===== config.mk =====
export PLATFORM = sky130hd
export DESIGN_NAME = egress_buffer_flat
export DESIGN_NICKNAME = d
export VERILOG_FILES = /design/src/rtl/egress_buffer_if.sv /design/src/rtl/egress_buffer.sv /design/src/flat_wrapper.sv
export SDC_FILE = /design/constraint.sdc
export NUM_CORES = 1
export LEC_CHECK = 0
export ABC_AREA = 1
export CORE_ASPECT_RATIO = 0.9
export CORE_MARGIN = 3
export CORE_UTILIZATION = 45
export CTS_CLUSTER_DIAMETER = 200
export DETAILED_ROUTE_END_ITERATION = 16
export GPL_TIMING_DRIVEN = 0
export PLACE_DENSITY = 0.71
export SLEW_MARGIN = 0
export SYNTH_ARGS = -nofsm -noshare
export SYNTH_HDL_FRONTEND = slang
export SYNTH_SLANG_ARGS = --single-unit

===== constraint.sdc =====
create_clock -name clk -period 1.69 [get_ports clk]
set_input_delay 0.2535 -clock clk [delete_from_list [all_inputs] [get_ports clk]]
set_output_delay 0.2535 -clock clk [all_outputs]
set_load 0.005 [all_outputs]

===== src/rtl/egress_buffer_if.sv =====
// Handshake bundle between the arbitrated FIFO bank, the egress buffer and its sink.
// The buffer takes the slave side; the arbiter/sink model takes the master side.
interface egress_buffer_if #(
  parameter int unsigned NUM_REQS = 2,
  parameter int unsigned WIDTH    = 8
);
  localparam int unsigned SRCW = (NUM_REQS > 1) ? $clog2(NUM_REQS) : 1;

  logic [NUM_REQS-1:0] gnt;
  logic [WIDTH-1:0]    data_in;
  logic                blk;
  logic                out_valid;
  logic                out_ready;
  logic [WIDTH-1:0]    out_data;
  logic [SRCW-1:0]     out_src;

  modport master (
    output gnt, data_in, out_ready,
    input  blk, out_valid, out_data, out_src
  );

  modport slave (
    input  gnt, data_in, out_ready,
    output blk, out_valid, out_data, out_src
  );
endinterface


===== src/rtl/egress_buffer.sv =====
// Show-ahead FIFO capturing granted words with their source index, with registered
// back-pressure, per-source accept counters and sticky overflow/multi-hot flags.
module egress_buffer #(
  parameter int unsigned NUM_REQS = 2,
  parameter int unsigned WIDTH    = 8,
  parameter int unsigned DEPTH    = 4,
  parameter int unsigned SLACK    = 1,
  parameter int unsigned CNTW     = 8,
  localparam int unsigned SRCW    = (NUM_REQS > 1) ? $clog2(NUM_REQS) : 1,
  localparam int unsigned OCCW    = $clog2(DEPTH) + 1
) (
  input  logic                     clk,
  input  logic                     rst,
  egress_buffer_if.slave           bus,
  output logic [OCCW-1:0]          count,
  output logic [NUM_REQS*CNTW-1:0] gnt_cnt,
  output logic                     ovf,
  output logic                     err
);

  localparam int unsigned PTRW = $clog2(DEPTH);
  localparam int unsigned ENTW = SRCW + WIDTH;

  logic [ENTW-1:0] mem_q [DEPTH];
  logic [ENTW-1:0] mem_d [DEPTH];
  logic [PTRW-1:0] wr_ptr_q, wr_ptr_d;
  logic [PTRW-1:0] rd_ptr_q, rd_ptr_d;
  logic [OCCW-1:0] count_q, count_d;
  logic [CNTW-1:0] gnt_cnt_q [NUM_REQS];
  logic [CNTW-1:0] gnt_cnt_d [NUM_REQS];
  logic            blk_q, blk_d;
  logic            ovf_q, ovf_d;
  logic            err_q, err_d;

  logic            wr_req;
  logic            multi_hot;
  logic            pop;
  logic            accept;
  logic [SRCW-1:0] src;

  // Lowest set grant bit wins, so a multi-hot grant still lands on one source.
  always_comb begin
    src = '0;
    for (int i = int'(NUM_REQS) - 1; i >= 0; i--) begin
      if (bus.gnt[i]) src = SRCW'(i);
    end
  end

  always_comb begin
    wr_req    = |bus.gnt;
    multi_hot = $countones(bus.gnt) > 1;
    pop       = (count_q != '0) && bus.out_ready;
    // A push at full is fine when the head leaves in the same cycle.
    accept    = wr_req && ((count_q < OCCW'(DEPTH)) || pop);

    mem_d     = mem_q;
    wr_ptr_d  = wr_ptr_q;
    rd_ptr_d  = rd_ptr_q;
    gnt_cnt_d = gnt_cnt_q;

    if (accept) begin
      mem_d[wr_ptr_q] = {src, bus.data_in};
      wr_ptr_d        = wr_ptr_q + PTRW'(1);
      gnt_cnt_d[src]  = gnt_cnt_q[src] + CNTW'(1);
    end
    if (pop) rd_ptr_d = rd_ptr_q + PTRW'(1);

    count_d = count_q + OCCW'(accept) - OCCW'(pop);
    blk_d   = count_d >= OCCW'(DEPTH - SLACK);
    ovf_d   = ovf_q | (wr_req & ~accept);
    err_d   = err_q | multi_hot;
  end

  // Storage is never cleared; count_q alone decides what is live.
  always_ff @(posedge clk) begin
    mem_q <= mem_d;
  end

  always_ff @(posedge clk) begin
    if (rst) begin
      wr_ptr_q <= '0;
      rd_ptr_q <= '0;
      count_q  <= '0;
      blk_q    <= 1'b0;
      ovf_q    <= 1'b0;
      err_q    <= 1'b0;
      for (int i = 0; i < int'(NUM_REQS); i++) gnt_cnt_q[i] <= '0;
    end else begin
      wr_ptr_q  <= wr_ptr_d;
      rd_ptr_q  <= rd_ptr_d;
      count_q   <= count_d;
      blk_q     <= blk_d;
      ovf_q     <= ovf_d;
      err_q     <= err_d;
      gnt_cnt_q <= gnt_cnt_d;
    end
  end

  always_comb begin
    gnt_cnt = '0;
    for (int i = 0; i < int'(NUM_REQS); i++) gnt_cnt[i*CNTW +: CNTW] = gnt_cnt_q[i];
  end

  assign bus.out_valid              = count_q != '0;
  assign {bus.out_src, bus.out_data} = mem_q[rd_ptr_q];
  assign bus.blk                    = blk_q;
  assign count                      = count_q;
  assign ovf                        = ovf_q;
  assign err                        = err_q;

endmodule

===== src/flat_wrapper.sv =====
// flat-port wrapper written by rule: the top's interface ports become plain ports
module egress_buffer_flat 
#(
  parameter int unsigned NUM_REQS = 2,
  parameter int unsigned WIDTH    = 8,
  parameter int unsigned DEPTH    = 4,
  parameter int unsigned SLACK    = 1,
  parameter int unsigned CNTW     = 8,
  localparam int unsigned SRCW    = (NUM_REQS > 1) ? $clog2(NUM_REQS) : 1,
  localparam int unsigned OCCW    = $clog2(DEPTH) + 1
)
  (clk, rst, count, gnt_cnt, ovf, err, bus_gnt, bus_data_in, bus_out_ready, bus_blk, bus_out_valid, bus_out_data, bus_out_src);
  egress_buffer_if #(.NUM_REQS(NUM_REQS), .WIDTH(WIDTH)) bus_i ();
  input  logic clk;
  input  logic rst;
  output logic [OCCW-1:0] count;
  output logic [NUM_REQS*CNTW-1:0] gnt_cnt;
  output logic ovf;
  output logic err;
  input wire logic [$bits(bus_i.gnt)-1:0] bus_gnt;
  input wire logic [$bits(bus_i.data_in)-1:0] bus_data_in;
  input wire logic [$bits(bus_i.out_ready)-1:0] bus_out_ready;
  output wire logic [$bits(bus_i.blk)-1:0] bus_blk;
  output wire logic [$bits(bus_i.out_valid)-1:0] bus_out_valid;
  output wire logic [$bits(bus_i.out_data)-1:0] bus_out_data;
  output wire logic [$bits(bus_i.out_src)-1:0] bus_out_src;
  assign bus_i.gnt = bus_gnt;
  assign bus_i.data_in = bus_data_in;
  assign bus_i.out_ready = bus_out_ready;
  assign bus_blk = bus_i.blk;
  assign bus_out_valid = bus_i.out_valid;
  assign bus_out_data = bus_i.out_data;
  assign bus_out_src = bus_i.out_src;
  egress_buffer #(.NUM_REQS(NUM_REQS), .WIDTH(WIDTH), .DEPTH(DEPTH), .SLACK(SLACK), .CNTW(CNTW)) u_core (.clk(clk), .rst(rst), .bus(bus_i), .count(count), .gnt_cnt(gnt_cnt), .ovf(ovf), .err(err));
endmodule

==> results.json <==
{
  "drt_pre_antenna_iters": 4,
  "syn_nets": 315,
  "pin_count": 45,
  "yosysSeqAreaShare_pct": 55.77,
  "place_inst": 420,
  "power_frac_clock_pct": 30.2,
  "synth_ff_type": "edfxtp_1",
  "layout.cells.non_filler": 468,
  "outcome": "finished with violations",
  "viasPerCell": 4.874,
  "setup_viol": 5,
  "drc": 0,
  "setup_slack_ns": -0.08198,
  "slew_headroom_pct": 71.15,
  "cp-startpoint": "u_core.count[2]",
  "synth_async_sr_flop_share_pct": 0,
  "design_area_sq_mm": 0.004182,
  "power.density_mw_per_mm2": 1395,
  "switchingPower_uw": 1713,
  "violations": "setup timing",
  "comb_power_share_pct": 35.8,
  "grt_pass1_vias": 2319,
  "core_sq_mm": 0.005921,
  "ant_nets": 0,
  "ir_worst_vdd_mv": 0.8762,
  "wl_per_cell_um": 15.01,
  "min_period_ns": 1.772,
  "p_seq_share_pct": 34.0,
  "placed_area_sq_mm": 0.003410,
  "gp_congestion": 0.8559,
  "clock.fmax_ghz": 0.5643,
  "r2r_start": "u_core.count[2]",
  "drtIter0Drc": 97,
  "switching_share_pct": 29.38,
  "grt_max_degree": 12,
  "finalCritPeriodShare_pct": 104.9,
  "cts.clk_slew.worst_paths_ns": 0.07,
  "tightest_slew_ns": 0.4327,
  "cp_max_fo": 2,
  "finalNetCount": 400,
  "area_growth_pct": 45.62,
  "cts_buffers": 9,
  "grtUsageTotal_pct": 19.86,
  "rows": 26,
  "max-cap-violations": 0,
  "grt_pass1_wl_mm": 11.14,
  "maxSlewViolCount": 0,
  "skew_ns": 0.008351,
  "port_buffers": 42,
  "cp.arrival_ns": 2.05,
  "clockBufferDepth": 2,
  "dieArea_sq_mm": 0.007377,
  "vias": 2281,
  "clock_latency_ns": 0.34,
  "drive_above_1_share_pct": 34.64,
  "die_h_um": 81.78,
  "hold_class": "in2reg",
  "p_leak_uw": 0.001722,
  "start_util_pct": 48.50,
  "hold_start": "rst",
  "worst_setup_path_end_kind": "flop",
  "hpwlAfterDp_mm": 3.980,
  "clock-sinks": 62,
  "synthCells": 294,
  "crit_path_start_kind": "flop",
  "diodes": 0,
  "dp_slack_ns": -0.8825,
  "grt-ovfl-total": 0,
  "avgSynthCellArea_sq_um": 9.767,
  "hold_viol": 0,
  "ys_types": 28,
  "totalWireLength_mm": 7.026,
  "synth-edff-count": 36,
  "antenna_found_initial": 0,
  "yosysWarnings": 0,
  "cts_root_buf": "clkbuf_8",
  "critical_path_class": "reg2reg",
  "cts_tree": "built",
  "cts_max_level": 3,
  "die_w_um": 90.20,
  "critical_path_required_ns": 1.96,
  "rsz0062_at_grt": "yes",
  "ys_seq_elements": 62,
  "intPower_uw": 4119,
  "postLayoutCoreUtil_pct": 70.63,
  "cts.hold.buffers_added": 0,
  "synth_area_sq_mm": 0.002872,
  "power_uw": 5832
}
## critical path, stage by stage, from the launching register on
cell and delay [ns]:
dfxtp_2 0.33, inv_2 0.06, nand3_2 0.08, nand2_2 0.08
inv_2 0.05, ha_4 0.25, inv_2 0.04, ha_4 0.14
fa_2 0.53, nand2_1 0.06, o21ai_1 0.07
## state kept, by name, summed over array words and instances, names as in the netlist
name,cells
u_core.mem_q,36
u_core.gnt_cnt,16
u_core.count,3
u_core.rd_ptr_q,2
u_core.wr_ptr_q,2
u_core.bus.blk,1
u_core.err,1
u_core.ovf,1
## final timing paths
| path | slack [ns] | cells past startpoint | to |
|---|---|---|---|
| hold / removal | 0.16 | 2 | u_core.count[0] |
| setup reg to reg | -0.08 | 10 | u_core.bus.blk |
| hold reg to reg | 0.50 | 2 | u_core.ovf |
| setup / recovery | -0.08 | 10 | u_core.bus.blk |
## metrics by stage
step	hold WS [ns]	TNS [ns]
6_report	0.1604	-0.2873
5_1_grt	0.1540	-0.6555
4_1_cts	0.1455	-0.2635
3_5_place_dp	0.4773	-34.68
3_3_place_gp	0.4540	-34.24
2_1_floorplan	0.3524	-0.2730
## cell families after synthesis
| family | count (synthesis) | share of synthesized area, % |
|---|---|---|
| flops | 62 | 55.77 |
| simple gates | 116 | 20.87 |
| compound gates | 53 | 9.760 |
| xor+xnor | 4 | 1.220 |
| buf+inv | 51 | 8.628 |
| fa+ha+maj | 8 | 3.747 |
## cells in the mapped netlist (all sizes together) (3+ instances only)
library cell,n,area [sq um]
dfxtp,26,520.5
inv,40,150.2
clkbuf,6,42.54
o22ai,9,56.30
nand2,40,230.2
nand3,18,100.1
o21ai,32,163.9
nor2,57,261.5
xor2,3,26.28
buf,5,55.05
a21oi,12,60.06
edfxtp,36,1081
ha,7,87.58
## power by group through the flow
stage | registers, uW | logic, uW | clock network, uW
2_1_floorplan | 1970 | 799 | 0
3_3_place_gp | 1980 | 1410 | 0
3_5_place_dp | 1980 | 1430 | 0
4_1_cts | 1960 | 1910 | 1790
5_1_grt | 2000 | 2280 | 1880
6_report | 1980 | 2090 | 1760
## placed cells by master, fill, tap and decap left out, drive strengths merged
cell type,count
clkdlybuf4s50,31
clkbuf,17
dfxtp,26
xnor2,1
nor2,58
bufinv,4
nand3,18
ha,7
inv,41
edfxtp,36
nand2,40
clkdlybuf4s15,2
o22ai,9
dlygate4sd2,1
a21oi,12
o21ai,32
buf,44
fa,1
nand3b,1
xor2,3
## routing by layer
layer | part of all wire, % | vias up | routed length [um] | global-route usage [%]
li1 | - | 1134 | - | -
met1 | 42 | 1069 | 2932 | 22.65
met2 | 51 | 68 | 3608 | 34.68
met3 | 5.8 | 10 | 409 | 7.509
met4 | 1.1 | 0 | 75 | 7.187
met5 | 0 | - | 0 | 0
## timing repair
| item | CTS | global route |
|---|---|---|
| resized for setup | 74 | 29 |
| pin swaps | 14 | 9 |
| buffers inserted | 25 | 8 |
| setup endpoints to repair | 48 | 45 |
| gates cloned | 1 | 0 |
## area by class of cell
class | instances | area [sq um]
Clock buffer | 11 | 141.4
Timing Repair Buffer | 74 | 690.7
Multi-Input combinational cell | 182 | 1202
Clock inverter | 5 | 128.9
Buffer | 10 | 145.1
Sequential cell | 62 | 1613
Inverter | 40 | 155.1
Fill cell | 441 | 1739
Tap cell | 84 | 105.1
Power figures use the tool's default switching activity.
